$ cat src/rtl/storage_exerciser_pkg.sv
// storage_exerciser_pkg
//   Shared types and constants for the storage exerciser and its LFSR.
//   Contents: FSM state enum, LFSR feedback tap mask, drain length,
//   error counter ceiling, and the helper functions used by the datapath.
package storage_exerciser_pkg;

  typedef enum logic [1:0] {
    IDLE  = 2'd0,
    DRIVE = 2'd1,
    DRAIN = 2'd2,
    DONE  = 2'd3
  } state_e;

  // Right-shifting Fibonacci form of x^8+x^6+x^5+x^4+1: the polynomial term
  // x^k feeds back from state bit (8-k), i.e. bits 0, 2, 3 and 4.
  localparam logic [7:0] LFSR_TAP_MASK = 8'h1D;

  // Two extra edges after the last drive let the q_b (two-edge) check land.
  localparam int unsigned DRAIN_CYCLES = 2;

  localparam logic [7:0] ERR_MAX = 8'd255;

  // Next LFSR state: XOR of tapped bits enters at the MSB, bit 0 leaves.
  function automatic logic [7:0] lfsr_next(input logic [7:0] cur);
    logic fb;
    fb = ^(cur & LFSR_TAP_MASK);
    return {fb, cur[7:1]};
  endfunction

  // Saturating accumulate of up to three mismatches per edge.
  function automatic logic [7:0] err_sat_add(input logic [7:0] acc,
                                             input logic [1:0] inc);
    logic [8:0] sum;
    sum = {1'b0, acc} + {7'd0, inc};
    return sum[8] ? ERR_MAX : sum[7:0];
  endfunction

endpackage

$ cat src/rtl/storage_exerciser_lfsr8.sv
// lfsr8
//   8-bit Fibonacci LFSR with synchronous load and shift enables.
//   Ports:
//     clk   - clock, rising edge
//     rst   - synchronous active-high reset, loads seed
//     load  - load seed (has priority over shift)
//     shift - advance one step
//     seed  - value loaded on rst or load
//     state - current register contents
module lfsr8
  import storage_exerciser_pkg::*;
(
  input  logic       clk,
  input  logic       rst,
  input  logic       load,
  input  logic       shift,
  input  logic [7:0] seed,
  output logic [7:0] state
);

  logic [7:0] state_r;

  // LFSR state register: reset/load seed, otherwise shift or hold.
  always_ff @(posedge clk) begin
    if (rst) begin
      state_r <= seed;
    end else if (load) begin
      state_r <= seed;
    end else if (shift) begin
      state_r <= lfsr_next(state_r);
    end else begin
      state_r <= state_r;
    end
  end

  assign state = state_r;

endmodule

$ cat src/rtl/storage_exerciser.sv
// storage_exerciser
//   Stimulus driver and readback checker for a latch / posedge FF /
//   negedge FF trio that shares clk with this block. d is driven from an
//   LFSR, one bit per DRIVE cycle; q_a/q_c are checked against the bit
//   driven one edge earlier and q_b against the bit driven two edges earlier.
//   Ports:
//     clk, rst         - clock; synchronous active-high reset
//     start            - starts a run, honoured only in IDLE and DONE
//     d                - registered stimulus bit to the trio
//     q_a, q_b, q_c    - trio readbacks (latch, posedge FF, negedge FF)
//     busy             - run in progress (DRIVE or DRAIN)
//     done             - run finished, results held
//     pass             - valid with done; 1 when no mismatch was seen
//     err_count        - saturating mismatch count for this run
//     first_fail       - {vec_index, fail_mask} of the first mismatch, only
//                        when STORAGE_EXERCISER_FIRST_FAIL_EN is defined
//   Parameters: NUM_VECTORS (1..255), LFSR_SEED (nonzero).
module storage_exerciser
  import storage_exerciser_pkg::*;
#(
  parameter int unsigned NUM_VECTORS = 64,
  parameter logic [7:0]  LFSR_SEED   = 8'hA5
) (
  input  logic       clk,
  input  logic       rst,
  input  logic       start,
  output logic       d,
  input  logic       q_a,
  input  logic       q_b,
  input  logic       q_c,
  output logic       busy,
  output logic       done,
  output logic       pass,
  output logic [7:0] err_count
`ifdef STORAGE_EXERCISER_FIRST_FAIL_EN
  ,
  output logic [9:0] first_fail
`endif
);

  localparam logic [7:0] LAST_VEC   = 8'(NUM_VECTORS - 1);
  localparam logic [1:0] DRAIN_LAST = 2'(DRAIN_CYCLES - 1);

  state_e     state_r, state_nxt_s;
  logic       d_r, d_nxt_s;
  logic       busy_r, done_r, pass_r;
  logic [7:0] err_r, err_nxt_s;
  logic [7:0] vec_cnt_r, vec_cnt_nxt_s;
  logic [1:0] drain_cnt_r, drain_cnt_nxt_s;
  // hist[1] = bit driven one edge ago, hist[0] = two edges ago.
  logic [1:0] hist_r, hist_nxt_s;
  logic [1:0] vld_r, vld_nxt_s;

  logic       lfsr_load_s, lfsr_shift_s, lfsr_lock_s;
  logic [7:0] lfsr_state_s;

  logic       chk_en_s, run_start_s;
  logic       mis_a_s, mis_b_s, mis_c_s;
  logic [1:0] mis_cnt_s;

  lfsr8 u_lfsr (
    .clk   (clk),
    .rst   (rst),
    .load  (lfsr_load_s),
    .shift (lfsr_shift_s),
    .seed  (LFSR_SEED),
    .state (lfsr_state_s)
  );

  // An all-zero LFSR can never leave that state; reload the seed instead.
  assign lfsr_lock_s = (lfsr_state_s == 8'h00);

  assign chk_en_s    = (state_r == DRIVE) || (state_r == DRAIN);
  assign run_start_s = start && ((state_r == IDLE) || (state_r == DONE));

  // Only valid history bits are ever compared.
  assign mis_a_s   = chk_en_s & vld_r[1] & (q_a ^ hist_r[1]);
  assign mis_c_s   = chk_en_s & vld_r[1] & (q_c ^ hist_r[1]);
  assign mis_b_s   = chk_en_s & vld_r[0] & (q_b ^ hist_r[0]);
  assign mis_cnt_s = {1'b0, mis_a_s} + {1'b0, mis_b_s} + {1'b0, mis_c_s};

  // Next-state and datapath next values for the run FSM.
  always_comb begin
    state_nxt_s     = state_r;
    d_nxt_s         = d_r;
    err_nxt_s       = err_r;
    vec_cnt_nxt_s   = vec_cnt_r;
    drain_cnt_nxt_s = drain_cnt_r;
    hist_nxt_s      = hist_r;
    vld_nxt_s       = vld_r;
    lfsr_load_s     = 1'b0;
    lfsr_shift_s    = 1'b0;
    case (state_r)
      IDLE: begin
        d_nxt_s = 1'b0;
        if (start) begin
          state_nxt_s     = DRIVE;
          lfsr_load_s     = 1'b1;
          err_nxt_s       = 8'd0;
          vec_cnt_nxt_s   = 8'd0;
          drain_cnt_nxt_s = 2'd0;
          hist_nxt_s      = 2'b00;
          vld_nxt_s       = 2'b00;
        end else begin
          state_nxt_s = IDLE;
        end
      end
      DRIVE: begin
        err_nxt_s     = err_sat_add(err_r, mis_cnt_s);
        d_nxt_s       = lfsr_state_s[0];
        lfsr_load_s   = lfsr_lock_s;
        lfsr_shift_s  = ~lfsr_lock_s;
        hist_nxt_s    = {lfsr_state_s[0], hist_r[1]};
        vld_nxt_s     = {1'b1, vld_r[1]};
        vec_cnt_nxt_s = vec_cnt_r + 8'd1;
        if (vec_cnt_r == LAST_VEC) begin
          state_nxt_s     = DRAIN;
          drain_cnt_nxt_s = 2'd0;
        end else begin
          state_nxt_s = DRIVE;
        end
      end
      DRAIN: begin
        // No new bits: shift an invalid slot in behind the last driven bit.
        err_nxt_s  = err_sat_add(err_r, mis_cnt_s);
        hist_nxt_s = {hist_r[1], hist_r[1]};
        vld_nxt_s  = {1'b0, vld_r[1]};
        if (drain_cnt_r == DRAIN_LAST) begin
          state_nxt_s = DONE;
        end else begin
          state_nxt_s     = DRAIN;
          drain_cnt_nxt_s = drain_cnt_r + 2'd1;
        end
      end
      DONE: begin
        if (start) begin
          state_nxt_s     = DRIVE;
          lfsr_load_s     = 1'b1;
          err_nxt_s       = 8'd0;
          vec_cnt_nxt_s   = 8'd0;
          drain_cnt_nxt_s = 2'd0;
          hist_nxt_s      = 2'b00;
          vld_nxt_s       = 2'b00;
        end else begin
          state_nxt_s = DONE;
        end
      end
      default: begin
        state_nxt_s = IDLE;
        d_nxt_s     = 1'b0;
      end
    endcase
  end

  // State, datapath and registered status outputs.
  always_ff @(posedge clk) begin
    if (rst) begin
      state_r     <= IDLE;
      d_r         <= 1'b0;
      err_r       <= 8'd0;
      vec_cnt_r   <= 8'd0;
      drain_cnt_r <= 2'd0;
      hist_r      <= 2'b00;
      vld_r       <= 2'b00;
      busy_r      <= 1'b0;
      done_r      <= 1'b0;
      pass_r      <= 1'b0;
    end else begin
      state_r     <= state_nxt_s;
      d_r         <= d_nxt_s;
      err_r       <= err_nxt_s;
      vec_cnt_r   <= vec_cnt_nxt_s;
      drain_cnt_r <= drain_cnt_nxt_s;
      hist_r      <= hist_nxt_s;
      vld_r       <= vld_nxt_s;
      busy_r      <= (state_nxt_s == DRIVE) || (state_nxt_s == DRAIN);
      done_r      <= (state_nxt_s == DONE);
      pass_r      <= (state_nxt_s == DONE) && (err_nxt_s == 8'd0);
    end
  end

  assign d         = d_r;
  assign busy      = busy_r;
  assign done      = done_r;
  assign pass      = pass_r;
  assign err_count = err_r;

`ifdef STORAGE_EXERCISER_FIRST_FAIL_EN
  // Vector indices travelling alongside hist[1] and hist[0].
  logic [7:0] idx1_r, idx1_nxt_s, idx0_r, idx0_nxt_s;
  logic [9:0] ff_r, ff_nxt_s;
  logic       ff_got_r, ff_got_nxt_s;

  // Index tracking and one-shot capture of the first failing check.
  always_comb begin
    idx1_nxt_s   = idx1_r;
    idx0_nxt_s   = idx0_r;
    ff_nxt_s     = ff_r;
    ff_got_nxt_s = ff_got_r;
    if (state_r == DRIVE) begin
      idx1_nxt_s = vec_cnt_r;
      idx0_nxt_s = idx1_r;
    end else if (state_r == DRAIN) begin
      idx0_nxt_s = idx1_r;
    end else begin
      idx1_nxt_s = idx1_r;
    end
    if (run_start_s) begin
      ff_nxt_s     = 10'h3FF;
      ff_got_nxt_s = 1'b0;
    end else if (!ff_got_r && (mis_a_s || mis_b_s || mis_c_s)) begin
      // Lowest mask code wins when several outputs fail on the same edge.
      ff_got_nxt_s = 1'b1;
      if (mis_a_s) begin
        ff_nxt_s = {idx1_r, 2'b00};
      end else if (mis_b_s) begin
        ff_nxt_s = {idx0_r, 2'b01};
      end else begin
        ff_nxt_s = {idx1_r, 2'b10};
      end
    end else begin
      ff_nxt_s = ff_r;
    end
  end

  // First-fail registers.
  always_ff @(posedge clk) begin
    if (rst) begin
      idx1_r   <= 8'd0;
      idx0_r   <= 8'd0;
      ff_r     <= 10'h3FF;
      ff_got_r <= 1'b0;
    end else begin
      idx1_r   <= idx1_nxt_s;
      idx0_r   <= idx0_nxt_s;
      ff_r     <= ff_nxt_s;
      ff_got_r <= ff_got_nxt_s;
    end
  end

  assign first_fail = ff_r;
`endif

endmodule

$ cat config.mk
export PLATFORM = sky130hd
export DESIGN_NAME = storage_exerciser
export DESIGN_NICKNAME = d
export VERILOG_FILES = /design/src/rtl/storage_exerciser_pkg.sv /design/src/rtl/storage_exerciser_lfsr8.sv /design/src/rtl/storage_exerciser.sv
export SDC_FILE = /design/constraint.sdc
export NUM_CORES = 1
export LEC_CHECK = 0
export CORE_MARGIN = 2
export CORE_UTILIZATION = 41
export CTS_BUF_LIST = sky130_fd_sc_hd__clkbuf_4
export DETAILED_ROUTE_END_ITERATION = 10
export PLACE_DENSITY_LB_ADDON = 0.05
export SLEW_MARGIN = 25
export SYNTH_ARGS = -nofsm -noshare
export SYNTH_HDL_FRONTEND = slang
export SYNTH_SLANG_ARGS = --single-unit
$ cat constraint.sdc
create_clock -name clk -period 7.21 [get_ports clk]
set_clock_uncertainty 0.2 [all_clocks]
set_input_delay 1.442 -clock clk [delete_from_list [all_inputs] [get_ports clk]]
set_output_delay 1.442 -clock clk [all_outputs]
set_load 0.005 [all_outputs]
======== After elaboration in Yosys (flattened, before gate mapping) ========
Cells that the tools add are included.
cells by class
  magnitude comparators ................... 0
  $add $sub $neg .......................... 5
  equal/unequal tests ..................... 11
  reduce and logical (&&, ||, !) cells .... 15
  divide/modulo/power cells ............... 0
  multipliers ............................. 0
  muxes and demuxes ....................... 20
  bitwise operators ....................... 10
  shifts and indexed selects .............. 0
operators by type and width
  cell                                                                      number
  8-bit one-hot mux with 2 select lines                                     2
  8-bit 2-to-1 mux                                                          3
  2-bit one-hot mux with 3 select lines                                     3
  8-bit zero test                                                           2
  2-bit 2-to-1 mux                                                          5
  8-bit by 2-bit adder with 9-bit output                                    1
  8-bit by 1-bit adder with 8-bit output (second input constant)            1
  2-bit equality test (second input constant)                               4
  8-bit by 6-bit equality test with 1-bit output (second input constant)    1
  2-bit one-hot mux with 4 select lines                                     1
  8-bit parity                                                              1
  2-bit by 1-bit equality test with 1-bit output (second input constant)    3
  2-bit OR reduction                                                        3
  1-bit AND                                                                 5
  1-bit 2-to-1 mux                                                          4
  2-bit by 1-bit inequality test with 1-bit output (second input constant)  2
  1-bit one-hot mux with 2 select lines                                     2
  2-bit AND reduction                                                       2
  2-bit nonzero test                                                        2
  3-bit AND reduction                                                       1
  1-bit bitwise XOR                                                         3
  1-bit by 1-bit adder with 2-bit output                                    1
  2-bit by 1-bit adder with 2-bit output                                    1
  2-bit by 1-bit adder with 2-bit output (second input constant)            1
  5 further kinds                                                           7
word-level totals
  logic and storage cells ................. 73
  bits in latches ......................... 0
  memories kept ........................... 0
  output and inout bits ................... 12
  flip-flop bits (word level) ............. 36
  ROM bits ................................ 0
  bits in writable memories ............... 0

======== Longest topological paths before layout ========
Gate-level depths: netlist of run 1.
  depth after elaboration ................. 11
  mapped depth ............................ 14
  depth with buffers taken out ............ 12

======== By module ========
Synthesis of run 1 repeated with hierarchy kept, for this count alone.
second synthesis, totals
  cell total of the unflattened synthesis .. 216
  area, all modules ....................... 1955.6 um2
by module, submodules not included
  module             times used  cells an instance  seq. area each (um2)  area an instance (um2)
  storage_exerciser  1           194                560.5                 1584.0
  lfsr8              1           22                 240.2                 371.6

======== Worst setup path before layout of run 1 ========
OpenSTA, ideal clock, no wires.
  path type ............................... input to register
  from .................................... input q_a
  to ...................................... register pass_r (netlist: pass)
  arrival time ............................ 3848 ps
  path slack .............................. 3101 ps
  buffers on the path ..................... 0
  stages on the path ...................... 11
  data required time ...................... 6949 ps
  library setup time ...................... 61 ps
  cell sequence ........................... xor2_1 nand3_1 fa_1 inv_1 ha_1 fa_1 and3_1 and2_1 o31a_1 nor4_1 and4_1
between the ends
  cells in the longest elaborated chain, start to end .. 9
ends and longest elaborated chain
  element                                 RTL line                     text
  start, declared                         storage_exerciser.sv:28      input logic q_a,
  1-bit bitwise XOR                       storage_exerciser.sv:77      assign mis_a_s = chk_en_s & vld_r[1] & (q_a ^ hist_r[1]);
  1-bit AND                               storage_exerciser.sv:77
  1-bit by 1-bit adder with 2-bit output  storage_exerciser.sv:80      assign mis_cnt_s = {1'b0, mis_a_s} + {1'b0, mis_b_s} + {1'b0, mis_c_s};
  2-bit by 1-bit adder with 2-bit output  storage_exerciser.sv:80
  8-bit by 2-bit adder with 9-bit output  storage_exerciser_pkg.sv:34  sum = {1'b0, acc} + {7'd0, inc};
  8-bit 2-to-1 mux                        storage_exerciser_pkg.sv:35  return sum[8] ? ERR_MAX : sum[7:0];
  8-bit one-hot mux with 2 select lines   storage_exerciser.sv:93      case (state_r)
  8-bit zero test                         storage_exerciser.sv:178     pass_r <= (state_nxt_s == DONE) && (err_nxt_s == 8'd0);
  1-bit logical AND                       storage_exerciser.sv:178
  end signal, assigned                    storage_exerciser.sv:178
  end, declared                           storage_exerciser.sv:46      logic busy_r, done_r, pass_r;
No other way between the ends.
A chain may end at the register's enable or synchronous reset.

======== Worst setup path in the final report of run 1 ========
  from .................................... input q_c
  to ...................................... register pass_r (netlist: pass)
between the ends
  cells in the longest elaborated chain, start to end .. 8
ends and longest elaborated chain
  element                                 RTL line                     text
  start, declared                         storage_exerciser.sv:30      input logic q_c,
  1-bit bitwise XOR                       storage_exerciser.sv:78      assign mis_c_s = chk_en_s & vld_r[1] & (q_c ^ hist_r[1]);
  1-bit AND                               storage_exerciser.sv:78
  2-bit by 1-bit adder with 2-bit output  storage_exerciser.sv:80
  8-bit by 2-bit adder with 9-bit output  storage_exerciser_pkg.sv:34
  8-bit 2-to-1 mux                        storage_exerciser_pkg.sv:35
  8-bit one-hot mux with 2 select lines   storage_exerciser.sv:93
  8-bit zero test                         storage_exerciser.sv:178
  1-bit logical AND                       storage_exerciser.sv:178
No other way between the ends.

==> impl_metrics.toml, run 1 <==
[run_status]
run_status = "completed"

[sta]
finalSetupViolations = 0
max_freq_ghz = 0.2186
setup_slack_ps = 2635
timing.final.crit_share_pct = 63.46
timing_worst_slew_pin_value_ps = 869.4
timing.final.crit_period_ps = 4575
setup_total_negative_slack_ps = 0
finalMaxSlewViolations = 0
timing.max_slew.rel_slack_pct = 41.83
fin_hold_ws_ps = 275.8
final_hold_viol_count = 0
rsz0062_at_grt = "false"

[placement]
detailed_place_hpwl_um = 3158
detailedPlace.worstSlack_ps = 2280
placed_area_um2 = 2078
place.gp.congestion = 0.8573
dp_cells = 283
place.port_buffers = 17

[pwr]
p_per_cell_area_nw_per_um2 = 187.6
cellLeakagePower_nw = 0.8021
irDropWorstVdd_mv = 0.1086
totalPowerFinal_mw = 0.4039

[setup_path]
crit_buf_inv = 2
critical_path.reg2reg.startpoint = "state_r[1]"
cp_top_family = "adder cells"
worst_ep_arrival_time_ps = 4670
critPathMaxFanout = 5
critPathCaptureType = "flip-flop"
r2r.worst_path.cells = 12
worst_path_most_repeated_cell = "sky130_fd_sc_hd__fa_1"
cp_slowest_stage_delay_ps = 530
cpMaxStageDelayCell = "sky130_fd_sc_hd__fa_1"
element_type_at_the_critical_path_start = "input port"
crit_type = "in2reg"
timing.critical_path.required_ps = 7310
r2r_slack_ps = 3080
reg2reg_to = "pass"
path_cells = "clkdlybuf4s50_1 -> xor2_1 -> nand3_1 -> fa_1 -> inv_1 -> ha_1 -> fa_1 -> and3_1 -> and2_1 -> o31a_1 -> nor4_1 -> and4_1"

[drt]
drt_pass1_iterations = 5
dr_drc_count = 0
detail_route.vias_per_cell = 5.746
postRouteWirelength_um = 4530
wire_per_inst_um = 15.57
detail_route.iter0.violations = 78
ant_nets = 0
vias = 1672

[layout]
final_util_pct = 49.12
diodes = 0
final_cell_mix = "sky130_fd_sc_hd__dfxtp_1, sky130_fd_sc_hd__nor2_1, sky130_fd_sc_hd__nand2_1"
layout-drive-gt1-share_pct = 6.276
area_overhead_of_the_layout_relative_to_synthesis_pct = 14.05
post-route-cell-area_um2 = 2153
instances_no_fill = 291
layout_commonest_cell = "sky130_fd_sc_hd__dfxtp_1"
layout.nets = 257

[global_route]
number_of_global_route_vias_before_repair = 1629
grt_usage_pct = 18.38
global_route_wire_length_before_repair_um = 7362
grt_antenna_before_repair = 0
gr-total-overflow = 0
largest_net_degree_at_the_start_of_global_routing = 31

[clock_network]
cts_made_buffers = 5
h-tree-depth = 2
clk_path_buf_depth = 2
cts.clk_slew.worst_paths_ps = 110
cts_hold_buf = 0
clk_root_buffer_cell = "sky130_fd_sc_hd__clkbuf_4"
postCtsSetupRepairBufs = 0
clk_latency_ps = 350
numClockSinks = 36
cts.repair.resized = 0
tritoncts = "yes"

[synthesis]
ys_warn_count = 0
synth_cell_type_count = 48
synthesized_nets = 242
register_area_share_after_synthesis_pct = 38.17
synth_area_per_cell_um2 = 8.467
synth-seq-cells = 36
mappedNetlistArea_um2 = 1888
synthesis.instances = 223

[die]
floorplan.io_pins = 18
die_w_um = 71.86
rows = 24
floorplan.initialDensity_pct = 43.07
die-area_um2 = 5164
die_h_um = 71.86
coreArea_um2 = 4384

[worst_hold_path]
worst_hold_path.endpoint = "u_lfsr.state[3]"
worstHoldStart = "u_lfsr.state[3]"
worst_hold_path_type = "reg2reg"
number_of_cells_on_the_worst_hold_path = 2

[flow_run]
max-cap-violations = 0
-- cells by family (layout without fill, tap and decap cells) --
logic type,Yosys count,in the layout,synth area share (%)
simple gates,87,87,23.06
compound gates,54,54,18.56
flops,36,36,38.17
buf+inv,21,37,4.771
fa+ha+maj,13,13,9.410
xor+xnor,6,6,2.783
mux,6,6,3.247
-- final cells by class --
| class | count | area, µm² |
|---|---|---|
| Inverter | 12 | 45.04 |
| Fill cell | 445 | 2231 |
| Tap cell | 52 | 65.06 |
| Clock inverter | 2 | 35.03 |
| Clock buffer | 6 | 45.04 |
| Multi-Input combinational cell | 166 | 1077 |
| Sequential cell | 36 | 720.7 |
| Timing Repair Buffer | 17 | 165.2 |
-- tightest hold or removal path, cell delays in order (launching register included) --
cell	delay (ps)
sky130_fd_sc_hd__dfxtp_1	330
sky130_fd_sc_hd__nand2_1	50
sky130_fd_sc_hd__a21oi_1	60
-- cells in the mapped netlist (all sizes together) --
master   instances  share of area, %
fa               2               2.1
nor3b            1              0.40
nor2b            5               1.7
a211oi           4               1.6
dfxtp           36                38
o311ai           1              0.46
and2             1              0.33
o2111ai          1              0.46
mux2i            5               2.7
nand4            1              0.33
o21bai           1              0.40
o211ai           2              0.79
nor3            10               2.7
a221oi           1              0.46
o22ai            1              0.33
a211o            1              0.46
nand2b           1              0.33
o31a             1              0.46
clkinv           1              0.20
a31oi            3              0.99
a311oi           3               1.4
nor4             4               2.1
mux2             1              0.60
inv             11               2.2
xnor2            2              0.93
buf              2              0.46
and3             3              0.99
a21oi           15               4.0
clkbuf           7               1.9
nor4b            1              0.46
o21ba            1              0.53
o41ai            1              0.46
ha              11               7.3
nor2            26               5.2
or4b             1              0.53
and4             2              0.93
o21ai           12               3.4
a21o             2              0.79
a22oi            4               1.6
or4              1              0.46
nand3            9               2.4
xor2             4               1.9
nand2           21               4.3
-- state kept, by name (all words and copies together), names as in the netlist --
| signal | cells |
|---|---|
| err_count | 8 |
| hist_r | 2 |
| pass | 1 |
| busy | 1 |
| state_r | 2 |
| drain_cnt_r | 2 |
| u_lfsr.state | 8 |
| done | 1 |
| vec_cnt_r | 8 |
| vld_r | 2 |
| d | 1 |
-- per-layer routing --
layer  wire length (µm)  track usage [%]  vias to the layer above
met5                  0                0                        -
met4                 59            8.386                        0
met3                171            4.923                        6
met2               2046            26.95                       30
met1               2253            25.24                      812
li1                   -                -                      824
-- power by group --
| group | switching [mW] | internal, mW | total [mW] |
|---|---|---|---|
| logic | 0.0282 | 0.0179 | 0.0461 |
| clock network | 0.0722 | 0.0765 | 0.149 |
| registers | 0.00472 | 0.204 | 0.209 |
-- worst max-delay path by stage --
stage / start / to / slack, ps / cells past startpoint
6_report: q_c / pass / 2630 / 12
5_1_grt: q_a / pass / 2490 / 12
4_1_cts: q_c / pass / 2640 / 12
3_5_place_dp: q_c / pass / 2280 / 12
3_3_place_gp: q_a / pass / 2440 / 12
2_1_floorplan: q_a / pass / 3100 / 11
Note: power is estimated with default switching activity, not from simulation.
==> inputs of run 2 (changes only) <==
- clock period: 7.21 -> 4.25 ns (I/O delays scaled with it)
==> run 2 against run 1 <==
  * Register-to-register slack got worse by 2300 ps
  * Cell count up 0.34%
  * Die area unchanged
  * Sequential share of layout area increased by 0.12 points
  * Clock power rose by 7%
  * Final area decreased by 0.35%
  * Wire length shrank 7.5%
  * Non-clock buffer count up 4
  * Sequential power up 69%
  * Hold slack got worse by 14 ps
  * Largest power group unchanged
==> impl_metrics.toml, run 2 (same netlist as run 1, synthesis figures left out) <==
[sta]
rsz0062_at_grt = "false"
setup_slack_ps = 484.3
setup_total_negative_slack_ps = 0
timing.final.crit_share_pct = 88.61
final_hold_viol_count = 0
finalSetupViolations = 0
timing.final.crit_period_ps = 3766
timing.max_slew.rel_slack_pct = 46.19
timing_worst_slew_pin_value_ps = 804.2
max_freq_ghz = 0.2656
finalMaxSlewViolations = 0

[setup_path]
r2r_slack_ps = 800
critical_path.reg2reg.startpoint = "state_r[0]"
timing.critical_path.required_ps = 4330
crit_path_end = "pass"
critPathMaxFanout = 4
worst_ep_arrival_time_ps = 3850
crit_type = "in2reg"
critPathCaptureType = "flip-flop"
element_type_at_the_critical_path_start = "input port"
reg2reg_to = "pass"
crit_path_start = "q_a"
r2r.worst_path.cells = 12

[drt]
dr_drc_count = 0
detail_route.iter0.violations = 151
detail_route.vias_per_cell = 5.818
ant_nets = 0
drt_pass1_iterations = 6
postRouteWirelength_um = 4188
vias = 1699
wire_per_inst_um = 14.34

[global_route]
gr-total-overflow = 0
global_route_wire_length_before_repair_um = 7355
largest_net_degree_at_the_start_of_global_routing = 23
number_of_global_route_vias_before_repair = 1538
grt_antenna_before_repair = 0
grt_usage_pct = 17.99

[pwr]
power.net_switching_mw = 0.1596
p_sw_share_pct = 26.86
p_seq_share_pct = 59.6
p_per_cell_area_nw_per_um2 = 276.9
cellLeakagePower_nw = 0.7999
p_clk_share_pct = 26.8
share_comb_of_total_power_pct = 13.5
power_report.internal_total_mw = 0.4346
irDropWorstVdd_mv = 0.1734

[clock_network]
postCtsSetupRepairBufs = 0
cts.clk_slew.worst_paths_ps = 110
cts_made_buffers = 5
clk_latency_ps = 330
clk_path_buf_depth = 2
h-tree-depth = 2
tritoncts = "yes"
clk_root_buffer_cell = "sky130_fd_sc_hd__clkbuf_4"
cts_hold_buf = 0
numClockSinks = 36
cts.repair.resized = 0

[die]
die_h_um = 71.86
die-area_um2 = 5164
floorplan.initialDensity_pct = 43.07
floorplan.io_pins = 18
coreArea_um2 = 4384
rows = 24
die_w_um = 71.86

[placement]
detailed_place_hpwl_um = 3052
detailedPlace.worstSlack_ps = 138.3
place.port_buffers = 17
place.gp.congestion = 0.8047

[layout]
area.sequential_um2 = 720.7
fill_cells = 437
multi_input_area_um2 = 1077
area_overhead_of_the_layout_relative_to_synthesis_pct = 13.65
final_cell_mix = "sky130_fd_sc_hd__dfxtp_1, sky130_fd_sc_hd__nor2_1, sky130_fd_sc_hd__nand2_1"
diodes = 0
layout.nets = 261
layout-drive-gt1-share_pct = 6.250
layout_commonest_cell = "sky130_fd_sc_hd__dfxtp_1"

[flow_run]
max-cap-violations = 0

[worst_hold_path]
worstHoldStart = "u_lfsr.state[3]"
worst_hold_path_type = "reg2reg"

[run_status]
run_status = "completed"
[run 2: worst max-delay path: stages]
cell and delay [ps]:
sky130_fd_sc_hd__clkdlybuf4s50_1 470, sky130_fd_sc_hd__xor2_1 150, sky130_fd_sc_hd__nand3_1 120, sky130_fd_sc_hd__fa_1 510, sky130_fd_sc_hd__inv_1 40, sky130_fd_sc_hd__ha_1 210, sky130_fd_sc_hd__fa_1 380, sky130_fd_sc_hd__and3_1 200
sky130_fd_sc_hd__and2_1 180, sky130_fd_sc_hd__o31a_1 250, sky130_fd_sc_hd__nor4_1 260, sky130_fd_sc_hd__and4_1 210
[run 2: layout make-up]
cell class / count / area share, %
inverters: 12 / 2.099
clock buffers: 5 / 1.749
well taps: 52 / 3.032
repair buffers: 21 / 9.329
multi-input cells: 166 / 50.20
flip-flops and latches: 36 / 33.59
[run 2: how the worst min path moves through the flow]
stage                                  to  depth (start not counted)  slack [ps]
after global placement    u_lfsr.state[3]                          2         250
after global routing      u_lfsr.state[3]                          2         280
after floorplan           u_lfsr.state[3]                          2         240
final                     u_lfsr.state[3]                          2         260
after CTS                 u_lfsr.state[3]                          2         260
after detailed placement  u_lfsr.state[3]                          2         250
[run 2: stage by stage]
step / cells / cell area [µm²] / hold slack (ps) / power [mW] / utilization [%]
6_report: 292 / 2146 / 261.8 / 0.5942 / 48.94
5_1_grt: 292 / 2146 / 282.1 / 0.6291 / 48.94
4_1_cts: 292 / 2146 / 265.0 / 0.6006 / 48.94
3_5_place_dp: 287 / 2108 / 251.9 / 0.4424 / 48.09
3_3_place_gp: 287 / 2108 / 249.6 / 0.4417 / 48.09
2_1_floorplan: 223 / 1888 / 236.3 / 0.4171 / -
[run 2: power by group through the flow]
stage                     clock (mW)  combinational (mW)  sequential (mW)
after global placement             0              0.0796            0.362
after CTS                      0.165              0.0806            0.355
final                          0.159              0.0804            0.354
after floorplan                    0              0.0566            0.360
after global routing           0.181              0.0920            0.356
after detailed placement           0              0.0800            0.362
[run 2: layer usage]
metal,global-route usage (%),vias up,part of all wire [%]
met5,0,-,0
met4,3.983,0,1.1
met3,5.063,6,6.6
met2,25.41,63,42
met1,27.07,792,50
li1,-,838,-
==> inputs of run 3 (changes only) <==
- ABC_AREA: default -> 1
- GPL_ROUTABILITY_DRIVEN: default -> 0
==> run 3 against run 2 <==
  * Clock power grew 3%
  * Global-route usage shrank 0.89 points
  * Final area grew 3.9%
  * Hold slack gained 17 ps
  * Synthesized area grew 3.5%
  * Cell count grew 25%
  * Critical path type unchanged
==> impl_metrics.toml, run 3 <==
[clock_network]
cts_hold_buf = 0
cts.repair.resized = 0
clk_path_buf_depth = 2
cts.clk_slew.worst_paths_ps = 100
h-tree-depth = 2
cts_made_buffers = 5
tritoncts = "yes"
postCtsSetupRepairBufs = 0
clk_latency_ps = 340
numClockSinks = 36
clk_root_buffer_cell = "sky130_fd_sc_hd__clkbuf_4"

[global_route]
grt_antenna_before_repair = 0
largest_net_degree_at_the_start_of_global_routing = 20
number_of_global_route_vias_before_repair = 1634
gr-total-overflow = 0
grt_usage_pct = 17.09
global_route_wire_length_before_repair_um = 7134

[drt]
detail_route.vias_per_cell = 4.860
ant_nets = 0
dr_drc_count = 0
postRouteWirelength_um = 3895
wire_per_inst_um = 10.70
vias = 1769
drt_pass1_iterations = 4
detail_route.iter0.violations = 50

[sta]
timing.max_slew.rel_slack_pct = 73.08
timing_worst_slew_pin_value_ps = 402.3
timing.final.crit_share_pct = 81.93
rsz0062_at_grt = "false"
final_hold_viol_count = 0
max_freq_ghz = 0.2872
finalMaxSlewViolations = 0
timing.final.crit_period_ps = 3482
finalSetupViolations = 0
setup_total_negative_slack_ps = 0
setup_slack_ps = 767.8

[synthesis]
register_area_share_after_synthesis_pct = 36.88
ys_warn_count = 0
synthesized_nets = 308
synth_cell_type_count = 25
yosys-top-cells-area = "sky130_fd_sc_hd__dfxtp_1, sky130_fd_sc_hd__nand2_1, sky130_fd_sc_hd__inv_1"
yosysTopAreaCell = "sky130_fd_sc_hd__dfxtp_1"
synthesis.instances = 289
mappedNetlistArea_um2 = 1954
synth-seq-cells = 36
synth.top_cell.area_share_pct = 36.88
synth.most_common_cell = "sky130_fd_sc_hd__nand2_1"
synth_area_per_cell_um2 = 6.763
synthTopCellsByCount = "sky130_fd_sc_hd__nand2_1, sky130_fd_sc_hd__inv_1, sky130_fd_sc_hd__dfxtp_1, sky130_fd_sc_hd__nor2_1, sky130_fd_sc_hd__a21oi_1"
yosys_most_used_dff = "sky130_fd_sc_hd__dfxtp_1"
async_reset_ff_share_pct = 0
number_of_flops_mapped_to_enable_cells_by_yosys = 0

[worst_hold_path]
number_of_cells_on_the_worst_hold_path = 2
worst_hold_path_type = "reg2reg"

[setup_path]
path_cells = "clkdlybuf4s50_1 -> a21oi_1 -> o21ai_0 -> fa_1 -> inv_1 -> ha_1 -> fa_1 -> nand2_1 -> nor2_4 -> nand2_2 -> nand2_1 -> nand2_1 -> o21ai_0 -> nor2_1 -> nand3_1 -> nor2_1"
cp_slowest_stage_delay_ps = 520
element_type_at_the_critical_path_start = "input port"
r2r.worst_path.cells = 18
worst_ep_arrival_time_ps = 3560
cpMaxStageDelayCell = "sky130_fd_sc_hd__fa_1"
critPathMaxFanout = 7
worst_path_most_repeated_cell = "sky130_fd_sc_hd__nand2_1"
timing.critical_path.required_ps = 4330
critPathCaptureType = "flip-flop"
crit_type = "in2reg"

[flow_run]
max-cap-violations = 0

[layout]
multi_input_area_um2 = 1057
area.sequential_um2 = 720.7
layout-drive-gt1-share_pct = 5.161
layout.nets = 329
layout_commonest_cell = "sky130_fd_sc_hd__nand2_1"
final_cell_mix = "sky130_fd_sc_hd__nand2_1, sky130_fd_sc_hd__inv_1, sky130_fd_sc_hd__dfxtp_1"
diodes = 0
fill_cells = 508
area_overhead_of_the_layout_relative_to_synthesis_pct = 14.08

[pwr]
totalPowerFinal_mw = 0.5930
cellLeakagePower_nw = 0.9383
irDropWorstVdd_mv = 0.2054
p_per_cell_area_nw_per_um2 = 266.0

[placement]
detailedPlace.worstSlack_ps = 419.6
detailed_place_hpwl_um = 3044
place.port_buffers = 17

[die]
floorplan.initialDensity_pct = 41.93
die_w_um = 73.04
die-area_um2 = 5335
coreArea_um2 = 4661
rows = 25
die_h_um = 73.04
floorplan.io_pins = 18

[run_status]
run_status = "completed"
## run 3: cell type report
type	count	share of cell area [%]
Inverter	41	6.902
Clock inverter	2	0.3367
Multi-Input combinational cell	207	47.42
Tap cell	54	3.030
Sequential cell	36	32.32
Timing Repair Buffer	19	8.305
Clock buffer	5	1.684
## run 3: per-layer routing
layer,share of wire (%),GRT usage (%),routed length (µm)
met1,46,20.14,1809
met2,49,30.23,1924
met3,2.4,3.729,95
met4,1.7,6.173,66
met5,0,0,0
## run 3: kinds of logic (layout without fill, tap and decap cells)
logic type | after synthesis | after routing | share of synthesized area (%)
AND/OR/NAND/NOR | 145 | 145 | 31.56
AO/OA/AOI/OAI | 47 | 47 | 12.55
buffers and inverters | 46 | 67 | 9.026
flip-flops | 36 | 36 | 36.88
adder cells (fa/ha/maj) | 13 | 13 | 9.091
XOR/XNOR | 2 | 2 | 0.8965
## run 3: report_power, final
part           switching [mW]  total, mW  internal [mW]  leakage [nW]
clock network           0.107      0.164         0.0577        0.0261
logic                  0.0455     0.0725         0.0271         0.620
registers             0.00809      0.356          0.348         0.292
total                   0.160      0.593          0.433         0.938
## run 3: stage by stage
stage | cell area (µm²) | hold slack, ps | instances | utilization [%]
3_5_place_dp | 2185 | 262.9 | 357 | 46.87
3_3_place_gp | 2185 | 257.5 | 357 | 46.87
2_1_floorplan | 1954 | 239.1 | 289 | -
4_1_cts | 2230 | 278.0 | 364 | 47.84
6_report | 2230 | 279.0 | 364 | 47.84
5_1_grt | 2230 | 307.9 | 364 | 47.84
## run 3: path summary, 6_finish.rpt
path                        start              end  slack [ps]
setup / recovery              q_a             pass         770
hold / removal    u_lfsr.state[6]  u_lfsr.state[5]         280
setup reg to reg       state_r[0]             pass         850
hold reg to reg   u_lfsr.state[6]  u_lfsr.state[5]         280
## run 3: critical path: cells and delay by family
kind                     cells  cell delay (ps)
adder cells (fa/ha/maj)      3             1150
AO/OA/AOI/OAI                3              370
buffers and inverters        2              460
AND/OR/NAND/NOR              8              710
